===== src/rtl/tri_dispatch_ctrl_pkg.sv =====
// Shared definitions for the triangle dispatch controller: FSM state encoding,
// default parameter values and a select-width helper.
package tri_dispatch_ctrl_pkg;

  typedef enum logic [2:0] {
    IDLE,
    SELECT,
    FETCH,
    LAUNCH,
    DRAIN,
    DONE
  } state_t;

  localparam int DEF_NUM_T_PIPES                 = 2;
  localparam int DEF_DATA_WIDTH                  = 32;
  localparam int DEF_MAIN_MEM_ADDR_WIDTH         = 32;
  localparam int DEF_LOCAL_VERTEX_MEM_ADDR_WIDTH = 4;
  localparam int DEF_TRI_CNT_WIDTH               = 16;

  // Width of a pipe index; a single pipe still needs one bit.
  function automatic int sel_width(input int n);
    return (n > 1) ? $clog2(n) : 1;
  endfunction

endpackage


===== src/rtl/tri_dispatch_ctrl_if.sv =====
// Main memory read port, local vertex memory write port and triangle pipe
// start/done strobes, grouped as one bundle between dispatcher and fabric.
interface tri_dispatch_ctrl_if #(
  parameter int NUM_T_PIPES                 = 2,
  parameter int DATA_WIDTH                  = 32,
  parameter int MAIN_MEM_ADDR_WIDTH         = 32,
  parameter int LOCAL_VERTEX_MEM_ADDR_WIDTH = 4
);

  logic                                   mem_rd_en;
  logic [MAIN_MEM_ADDR_WIDTH-1:0]         mem_rd_addr;
  logic [DATA_WIDTH-1:0]                  mem_rd_data;
  logic [NUM_T_PIPES-1:0]                 lvm_wr_en;
  logic [LOCAL_VERTEX_MEM_ADDR_WIDTH+1:0] lvm_wr_addr;
  logic [DATA_WIDTH-1:0]                  lvm_wr_data;
  logic [NUM_T_PIPES-1:0]                 t_pipe_start;
  logic [NUM_T_PIPES-1:0]                 t_pipe_done;

  modport master (
    output mem_rd_en, mem_rd_addr,
    input  mem_rd_data,
    output lvm_wr_en, lvm_wr_addr, lvm_wr_data,
    output t_pipe_start,
    input  t_pipe_done
  );

  modport slave (
    input  mem_rd_en, mem_rd_addr,
    output mem_rd_data,
    input  lvm_wr_en, lvm_wr_addr, lvm_wr_data,
    input  t_pipe_start,
    output t_pipe_done
  );

endinterface


===== src/rtl/tri_dispatch_ctrl_rr_free_pick.sv =====
// Round-robin free-pipe picker: the first non-busy pipe found scanning
// upward from last_sel+1, wrapping, with last_sel itself checked last.
module rr_free_pick #(
  parameter int N  = 2,
  parameter int SW = 1
) (
  input  logic [N-1:0]  busy,
  input  logic [SW-1:0] last_sel,
  output logic          found,
  output logic [SW-1:0] sel
);

  logic [SW-1:0] idx;

  // Scan from the farthest offset down so the nearest free pipe is assigned last.
  always_comb begin
    found = 1'b0;
    sel   = '0;
    idx   = '0;
    for (int off = N; off >= 1; off--) begin
      idx = SW'((int'(last_sel) + off) % N);
      if (!busy[idx]) begin
        found = 1'b1;
        sel   = idx;
      end
    end
  end

endmodule


===== src/rtl/tri_dispatch_ctrl.sv =====
// Triangle dispatcher: copies each triangle's vertex words from main memory
// into a free pipe's local vertex memory, then pulses that pipe's start.
module tri_dispatch_ctrl
  import tri_dispatch_ctrl_pkg::*;
#(
  parameter int NUM_T_PIPES                 = DEF_NUM_T_PIPES,
  parameter int DATA_WIDTH                  = DEF_DATA_WIDTH,
  parameter int MAIN_MEM_ADDR_WIDTH         = DEF_MAIN_MEM_ADDR_WIDTH,
  parameter int LOCAL_VERTEX_MEM_ADDR_WIDTH = DEF_LOCAL_VERTEX_MEM_ADDR_WIDTH,
  parameter int TRI_CNT_WIDTH               = DEF_TRI_CNT_WIDTH
) (
  input  logic                                   clk,
  input  logic                                   resetn,
  input  logic                                   en,
  input  logic                                   start,
  input  logic [MAIN_MEM_ADDR_WIDTH-1:0]         v_array_ptr,
  input  logic [LOCAL_VERTEX_MEM_ADDR_WIDTH-1:0] vertexSize,
  input  logic [TRI_CNT_WIDTH-1:0]               num_tris,
  output logic                                   busy,
  output logic                                   all_done,
  tri_dispatch_ctrl_if.master                    bus
);

  localparam int SW  = sel_width(NUM_T_PIPES);
  localparam int CW  = LOCAL_VERTEX_MEM_ADDR_WIDTH + 2;
  localparam int MAW = MAIN_MEM_ADDR_WIDTH;

  state_t                   state_reg;
  logic [TRI_CNT_WIDTH-1:0] tri_idx_reg;
  logic [TRI_CNT_WIDTH-1:0] num_tris_reg;
  logic [MAW-1:0]           tri_base_reg;
  logic [CW-1:0]            w_reg;
  logic [CW-1:0]            rd_k_reg;
  logic [SW-1:0]            sel_reg;
  logic [SW-1:0]            last_sel_reg;
  logic [NUM_T_PIPES-1:0]   pipe_busy_reg;
  logic                     fetch_last_reg;
  logic                     mem_rd_en_reg;
  logic [MAW-1:0]           mem_rd_addr_reg;
  logic [NUM_T_PIPES-1:0]   lvm_wr_en_reg;
  logic [CW-1:0]            lvm_wr_addr_reg;
  logic [NUM_T_PIPES-1:0]   t_pipe_start_reg;
  logic                     busy_reg;
  logic                     all_done_reg;

  logic [CW-1:0]            w_calc;
  logic [NUM_T_PIPES-1:0]   sel_onehot;
  logic                     pick_found;
  logic [SW-1:0]            pick_sel;
  logic                     wr_last_now;
  logic [DATA_WIDTH-1:0]    rd_data;

  // 3*(vertexSize+1) always fits in LVW+2 bits since 3*2^LVW < 4*2^LVW.
  assign w_calc      = CW'(3) * (CW'(vertexSize) + CW'(1));
  assign wr_last_now = (|lvm_wr_en_reg) && (lvm_wr_addr_reg == w_reg - CW'(1));
  assign rd_data     = bus.mem_rd_data;

  for (genvar gi = 0; gi < NUM_T_PIPES; gi++) begin : g_onehot
    assign sel_onehot[gi] = (sel_reg == SW'(gi));
  end

  rr_free_pick #(
    .N  (NUM_T_PIPES),
    .SW (SW)
  ) u_pick (
    .busy     (pipe_busy_reg),
    .last_sel (last_sel_reg),
    .found    (pick_found),
    .sel      (pick_sel)
  );

  always_ff @(posedge clk or negedge resetn) begin
    if (!resetn) begin
      state_reg        <= IDLE;
      tri_idx_reg      <= '0;
      num_tris_reg     <= '0;
      tri_base_reg     <= '0;
      w_reg            <= '0;
      rd_k_reg         <= '0;
      sel_reg          <= '0;
      last_sel_reg     <= SW'(NUM_T_PIPES - 1);
      pipe_busy_reg    <= '0;
      fetch_last_reg   <= 1'b0;
      mem_rd_en_reg    <= 1'b0;
      mem_rd_addr_reg  <= '0;
      lvm_wr_en_reg    <= '0;
      lvm_wr_addr_reg  <= '0;
      t_pipe_start_reg <= '0;
      busy_reg         <= 1'b0;
      all_done_reg     <= 1'b0;
    end else begin
      // Done pulses, start pulses and in-flight writes keep running while en is low.
      pipe_busy_reg    <= (pipe_busy_reg & ~bus.t_pipe_done) | t_pipe_start_reg;
      t_pipe_start_reg <= '0;
      mem_rd_en_reg    <= 1'b0;
      mem_rd_addr_reg  <= '0;
      lvm_wr_en_reg    <= mem_rd_en_reg ? sel_onehot : '0;
      lvm_wr_addr_reg  <= mem_rd_en_reg ? rd_k_reg - CW'(1) : '0;
      if (wr_last_now) begin
        fetch_last_reg <= 1'b1;
      end

      if (en) begin
        case (state_reg)
          IDLE, DONE: begin
            if (start) begin
              num_tris_reg <= num_tris;
              w_reg        <= w_calc;
              tri_idx_reg  <= '0;
              tri_base_reg <= v_array_ptr;
              all_done_reg <= 1'b0;
              busy_reg     <= 1'b1;
              state_reg    <= (num_tris == '0) ? DRAIN : SELECT;
            end
          end
          SELECT: begin
            if (pick_found) begin
              sel_reg        <= pick_sel;
              rd_k_reg       <= '0;
              fetch_last_reg <= 1'b0;
              state_reg      <= FETCH;
            end
          end
          FETCH: begin
            if (rd_k_reg != w_reg) begin
              mem_rd_en_reg   <= 1'b1;
              mem_rd_addr_reg <= tri_base_reg + MAW'(rd_k_reg);
              rd_k_reg        <= rd_k_reg + CW'(1);
            end
            // Leave only after the last word has landed in local memory.
            if (wr_last_now || fetch_last_reg) begin
              t_pipe_start_reg <= sel_onehot;
              tri_idx_reg      <= tri_idx_reg + TRI_CNT_WIDTH'(1);
              tri_base_reg     <= tri_base_reg + MAW'(w_reg);
              last_sel_reg     <= sel_reg;
              state_reg        <= LAUNCH;
            end
          end
          LAUNCH: begin
            state_reg <= (tri_idx_reg == num_tris_reg) ? DRAIN : SELECT;
          end
          DRAIN: begin
            if (pipe_busy_reg == '0) begin
              all_done_reg <= 1'b1;
              busy_reg     <= 1'b0;
              state_reg    <= DONE;
            end
          end
          default: begin
            state_reg <= IDLE;
          end
        endcase
      end
    end
  end

  assign bus.mem_rd_en    = mem_rd_en_reg;
  assign bus.mem_rd_addr  = mem_rd_addr_reg;
  assign bus.lvm_wr_en    = lvm_wr_en_reg;
  assign bus.lvm_wr_addr  = lvm_wr_addr_reg;
  assign bus.lvm_wr_data  = (|lvm_wr_en_reg) ? rd_data : '0;
  assign bus.t_pipe_start = t_pipe_start_reg;
  assign busy             = busy_reg;
  assign all_done         = all_done_reg;

endmodule

===== src/flat_wrapper.sv =====
// flat-port wrapper written by rule: the top's interface ports become plain ports
module tri_dispatch_ctrl_flat import tri_dispatch_ctrl_pkg::*;
#(
  parameter int NUM_T_PIPES                 = DEF_NUM_T_PIPES,
  parameter int DATA_WIDTH                  = DEF_DATA_WIDTH,
  parameter int MAIN_MEM_ADDR_WIDTH         = DEF_MAIN_MEM_ADDR_WIDTH,
  parameter int LOCAL_VERTEX_MEM_ADDR_WIDTH = DEF_LOCAL_VERTEX_MEM_ADDR_WIDTH,
  parameter int TRI_CNT_WIDTH               = DEF_TRI_CNT_WIDTH
)
  (clk, resetn, en, start, v_array_ptr, vertexSize, num_tris, busy, all_done, bus_mem_rd_en, bus_mem_rd_addr, bus_mem_rd_data, bus_lvm_wr_en, bus_lvm_wr_addr, bus_lvm_wr_data, bus_t_pipe_start, bus_t_pipe_done);
  tri_dispatch_ctrl_if #(.NUM_T_PIPES(NUM_T_PIPES), .DATA_WIDTH(DATA_WIDTH), .MAIN_MEM_ADDR_WIDTH(MAIN_MEM_ADDR_WIDTH), .LOCAL_VERTEX_MEM_ADDR_WIDTH(LOCAL_VERTEX_MEM_ADDR_WIDTH)) bus_i ();
  input  logic clk;
  input  logic resetn;
  input  logic en;
  input  logic start;
  input  logic [MAIN_MEM_ADDR_WIDTH-1:0] v_array_ptr;
  input  logic [LOCAL_VERTEX_MEM_ADDR_WIDTH-1:0] vertexSize;
  input  logic [TRI_CNT_WIDTH-1:0] num_tris;
  output logic busy;
  output logic all_done;
  output wire logic [$bits(bus_i.mem_rd_en)-1:0] bus_mem_rd_en;
  output wire logic [$bits(bus_i.mem_rd_addr)-1:0] bus_mem_rd_addr;
  input wire logic [$bits(bus_i.mem_rd_data)-1:0] bus_mem_rd_data;
  output wire logic [$bits(bus_i.lvm_wr_en)-1:0] bus_lvm_wr_en;
  output wire logic [$bits(bus_i.lvm_wr_addr)-1:0] bus_lvm_wr_addr;
  output wire logic [$bits(bus_i.lvm_wr_data)-1:0] bus_lvm_wr_data;
  output wire logic [$bits(bus_i.t_pipe_start)-1:0] bus_t_pipe_start;
  input wire logic [$bits(bus_i.t_pipe_done)-1:0] bus_t_pipe_done;
  assign bus_mem_rd_en = bus_i.mem_rd_en;
  assign bus_mem_rd_addr = bus_i.mem_rd_addr;
  assign bus_i.mem_rd_data = bus_mem_rd_data;
  assign bus_lvm_wr_en = bus_i.lvm_wr_en;
  assign bus_lvm_wr_addr = bus_i.lvm_wr_addr;
  assign bus_lvm_wr_data = bus_i.lvm_wr_data;
  assign bus_t_pipe_start = bus_i.t_pipe_start;
  assign bus_i.t_pipe_done = bus_t_pipe_done;
  tri_dispatch_ctrl #(.NUM_T_PIPES(NUM_T_PIPES), .DATA_WIDTH(DATA_WIDTH), .MAIN_MEM_ADDR_WIDTH(MAIN_MEM_ADDR_WIDTH), .LOCAL_VERTEX_MEM_ADDR_WIDTH(LOCAL_VERTEX_MEM_ADDR_WIDTH), .TRI_CNT_WIDTH(TRI_CNT_WIDTH)) u_core (.clk(clk), .resetn(resetn), .en(en), .start(start), .v_array_ptr(v_array_ptr), .vertexSize(vertexSize), .num_tris(num_tris), .busy(busy), .all_done(all_done), .bus(bus_i));
endmodule

===== config.mk =====
export PLATFORM = sky130hd
export DESIGN_NAME = tri_dispatch_ctrl_flat
export DESIGN_NICKNAME = d
export VERILOG_FILES = /design/src/rtl/tri_dispatch_ctrl_pkg.sv /design/src/rtl/tri_dispatch_ctrl_if.sv /design/src/rtl/tri_dispatch_ctrl_rr_free_pick.sv /design/src/rtl/tri_dispatch_ctrl.sv /design/src/flat_wrapper.sv
export SDC_FILE = /design/constraint.sdc
export NUM_CORES = 1
export LEC_CHECK = 0
export ABC_AREA = 1
export BUFFER_PORTS_ARGS = -buffer_cell sky130_fd_sc_hd__buf_2
export CAP_MARGIN = 5
export CORE_ASPECT_RATIO = 1.2
export CORE_MARGIN = 2
export CORE_UTILIZATION = 30
export CTS_CLUSTER_DIAMETER = 40
export DETAILED_ROUTE_END_ITERATION = 8
export PLACE_DENSITY = 0.62
export SLEW_MARGIN = 0
export SYNTH_ARGS = -nofsm -noshare
export SYNTH_HDL_FRONTEND = slang
export SYNTH_HIERARCHICAL = 1
export SYNTH_SLANG_ARGS = --single-unit
export TNS_END_PERCENT = 20

===== constraint.sdc =====
create_clock -name clk -period 2 [get_ports clk]
set_input_delay 0.4 -clock clk [delete_from_list [all_inputs] [get_ports clk]]
set_output_delay 0.4 -clock clk [all_outputs]
set_load 0.02 [all_outputs]

==> metrics.cfg <==
[outcome]
status=complete, but fails checks
violations=setup timing

[global_route]
antenna_found_initial=0
grt_pass1_wl_mm=43.35
grt_max_degree=59
track_usage_pct=18.47
grt_pass1_vias=8389
gr-total-overflow=0

[cts]
clock_sink_count=129
cts-root-buf=clkbuf_16
cts.clk_slew.worst_paths_ns=0.06
numCtsBuffers=17
htreeDepth=4
clk_path_buf_depth=2
clkLatencyLatePin_ns=0.43
cts_tree=yes

[sta]
grt_setup_unrepaired=yes
report.final.slew_viol_count=0
period_share_pct=100.1
min_period_ns=2.002
hold_violations=0
fin_skew_ns=0.01397
setup_violations=1
max_clock_freq_mhz=499.4
fin_tns_setup_ns=-0.002343
relSlewSlack_pct=68.88
hold_ws_ns=0.1491
worst_slack_ns=-0.002343
tightestPinTransition_ns=0.4668

[synth]
avgSynthCellArea_um2=6.876
syn_area_mm2=0.008498
ys_types=40
yosysWarnings=6
synth-seq-area-share_pct=38.00
synth_seq_cells=129
synth_nets=1350
syn_inst=1236

[layout]
utilization_pct=41.67
fin_nets=1594
fin_cells=1872
diodes=0
area_delta_synth_final_pct=36.90
drive_gt1_share_pct=28.27
n_fill_cell=2885

[setup_path]
critPathSlowestCell=dfrtp_2
path_buf_inv=3
max_stage_delay_ns=0.44
cp-end-kind=flip-flop
crit_family=buffers and inverters
worstPathMaxFanout=26
worstSetupStartpointType=flip-flop
crit_chain=buf_4 -> buf_4 -> xor2_1 -> a21oi_1 -> nand3_1 -> nand2_2 -> inv_6 -> o21ai_0 -> a21oi_1
critPathArrivalTime_ns=2.31
crit_type=flip-flop to flip-flop
crit_required_ns=2.31

[place]
hpwl_mm=19.40
pre_cts_slack_ns=-0.1385
place_inst=1820
io_buffers=166
gp_congestion=0.9365

[pwr]
p_per_area_mw_per_mm2=1305
cellLeakagePower_nw=6.138
ir_drop_mv=0.6755

[die]
core_mm2=0.02792
die_x_um=157.6
die_h_um=188.4
design.die.area_mm2=0.02969
rows=67
start_util_pct=30.44
ios=167

[run]
max_cap_violations=0

[routing]
dr.pass1.iters=5
routedWlPerCell_um=15.23
totalWireLength_mm=28.51
drtIter0Drc=614
ant_nets=0
via_per_inst=4.768
drc_errors=0
num_vias=8926

[hold_path]
hold_class=input port to flip-flop

## cell usage after synthesis (all sizes together)
| cell type | instances | share of area [%] |
|---|---|---|
| ha | 21 | 3.1 |
| o31ai | 1 | 0.088 |
| o211ai | 1 | 0.15 |
| clkbuf | 15 | 0.68 |
| clkinv | 1 | 0.044 |
| a21o | 1 | 0.088 |
| nand3 | 126 | 7.4 |
| nor3 | 20 | 1.4 |
| o21a | 6 | 0.53 |
| xor2 | 27 | 2.8 |
| o21ai | 61 | 3.6 |
| dfrtp | 128 | 38 |
| fa | 3 | 0.71 |
| xnor2 | 22 | 2.3 |
| nand2 | 415 | 19 |
| nor3b | 1 | 0.088 |
| inv | 139 | 6.1 |
| a21oi | 46 | 2.8 |
| o21bai | 3 | 0.26 |
| buf | 28 | 2.7 |
| a31oi | 2 | 0.15 |
| dfstp | 1 | 0.31 |
| nand4 | 20 | 1.5 |
| or2 | 7 | 0.52 |
| nand3b | 4 | 0.35 |
| nor2 | 137 | 6.2 |
## routing by layer
layer | global-route usage (%) | share of wire, % | vias to the layer above
met4 | 6.469 | 2.8 | 0
li1 | - | - | 4403
met5 | 0 | 0 | -
met3 | 2.921 | 5.3 | 68
met2 | 31.97 | 50 | 290
met1 | 23.10 | 42 | 4165
## power breakdown
group / switching [mW] / internal (mW)
registers: 0.863 / 3.38
clock network: 1.31 / 1.77
logic: 4.63 / 3.22
total: 6.81 / 8.37
## layout make-up
| type | instances | area [µm²] | share of cell area, % |
|---|---|---|---|
| Multi-Input combinational cell | 924 | 4901 | 42.13 |
| Sequential cell | 129 | 3238 | 27.83 |
| Clock inverter | 13 | 127.6 | 1.097 |
| Inverter | 140 | 535.5 | 4.603 |
| Timing Repair Buffer | 268 | 1914 | 16.46 |
| Tap cell | 379 | 474.2 | 4.076 |
| Clock buffer | 19 | 442.9 | 3.807 |
## through the flow
step	area, µm²	power (mW)
floorplan	8498	8.442
global placement	10240	10.65
detailed placement	10240	10.78
CTS	11070	14.40
global route	11630	16.26
finish	11630	15.18
## kinds of logic (layout without fill, tap and decap cells)
group	Yosys count	after routing	synth area share (%)
simple gates	730	730	35.98
buf+inv	183	440	9.511
flops	129	129	38.00
compound gates	121	121	7.656
xor+xnor	49	49	5.050
fa+ha+maj	24	24	3.799
## path summary, 6_finish.rpt
| check | from | cells after the start | slack [ns] | endpoint |
|---|---|---|---|---|
| max | u_core/w_reg[1] | 9 | -0.002 | u_core/bus.mem_rd_addr[6] |
| min | bus_t_pipe_done[0] | 2 | 0.15 | u_core/pipe_busy_reg[0] |
| max reg2reg | u_core/w_reg[1] | 9 | -0.002 | u_core/bus.mem_rd_addr[6] |
| min reg2reg | u_core/last_sel_reg | 2 | 0.48 | u_core/last_sel_reg |
| max in group asynchronous | resetn | 3 | 0.93 | u_core/last_sel_reg |
| min in group asynchronous | resetn | 2 | 0.41 | u_core/tri_base_reg[8] |
## cells in the final DEF, fill, tap and decap left out, types with 4 or more instances in the layout
master and instances:
nand2_1 372, nor2_2 11, xor2_1 27, nor3_1 18, nand3b_1 4, buf_12 13, inv_2 4, or2_2 4
nand3_2 26, nand3_1 99, ha_4 8, dfrtp_1 121, nand4_1 20, a21oi_1 43, nor2_1 124, o21ai_1 18
xnor2_1 21, o21ai_0 41, o21a_1 6, nand2_4 5, buf_2 165, buf_4 76, inv_6 7, inv_1 132
dfrtp_2 7, ha_1 12, buf_6 6, nand2_2 37, clkbuf_16 22
## timing repair
item                                    in CTS  in global routing
resized for setup                           31                103
setup buffers                                5                  5
hold buffers                                 1                  0
endpoints found under the setup margin      93                111
pin swaps                                    7                 21
gates cloned                                 3                  7
hold endpoints to repair                    15                  0
No activity file was read; power rests on OpenSTA's default activity.
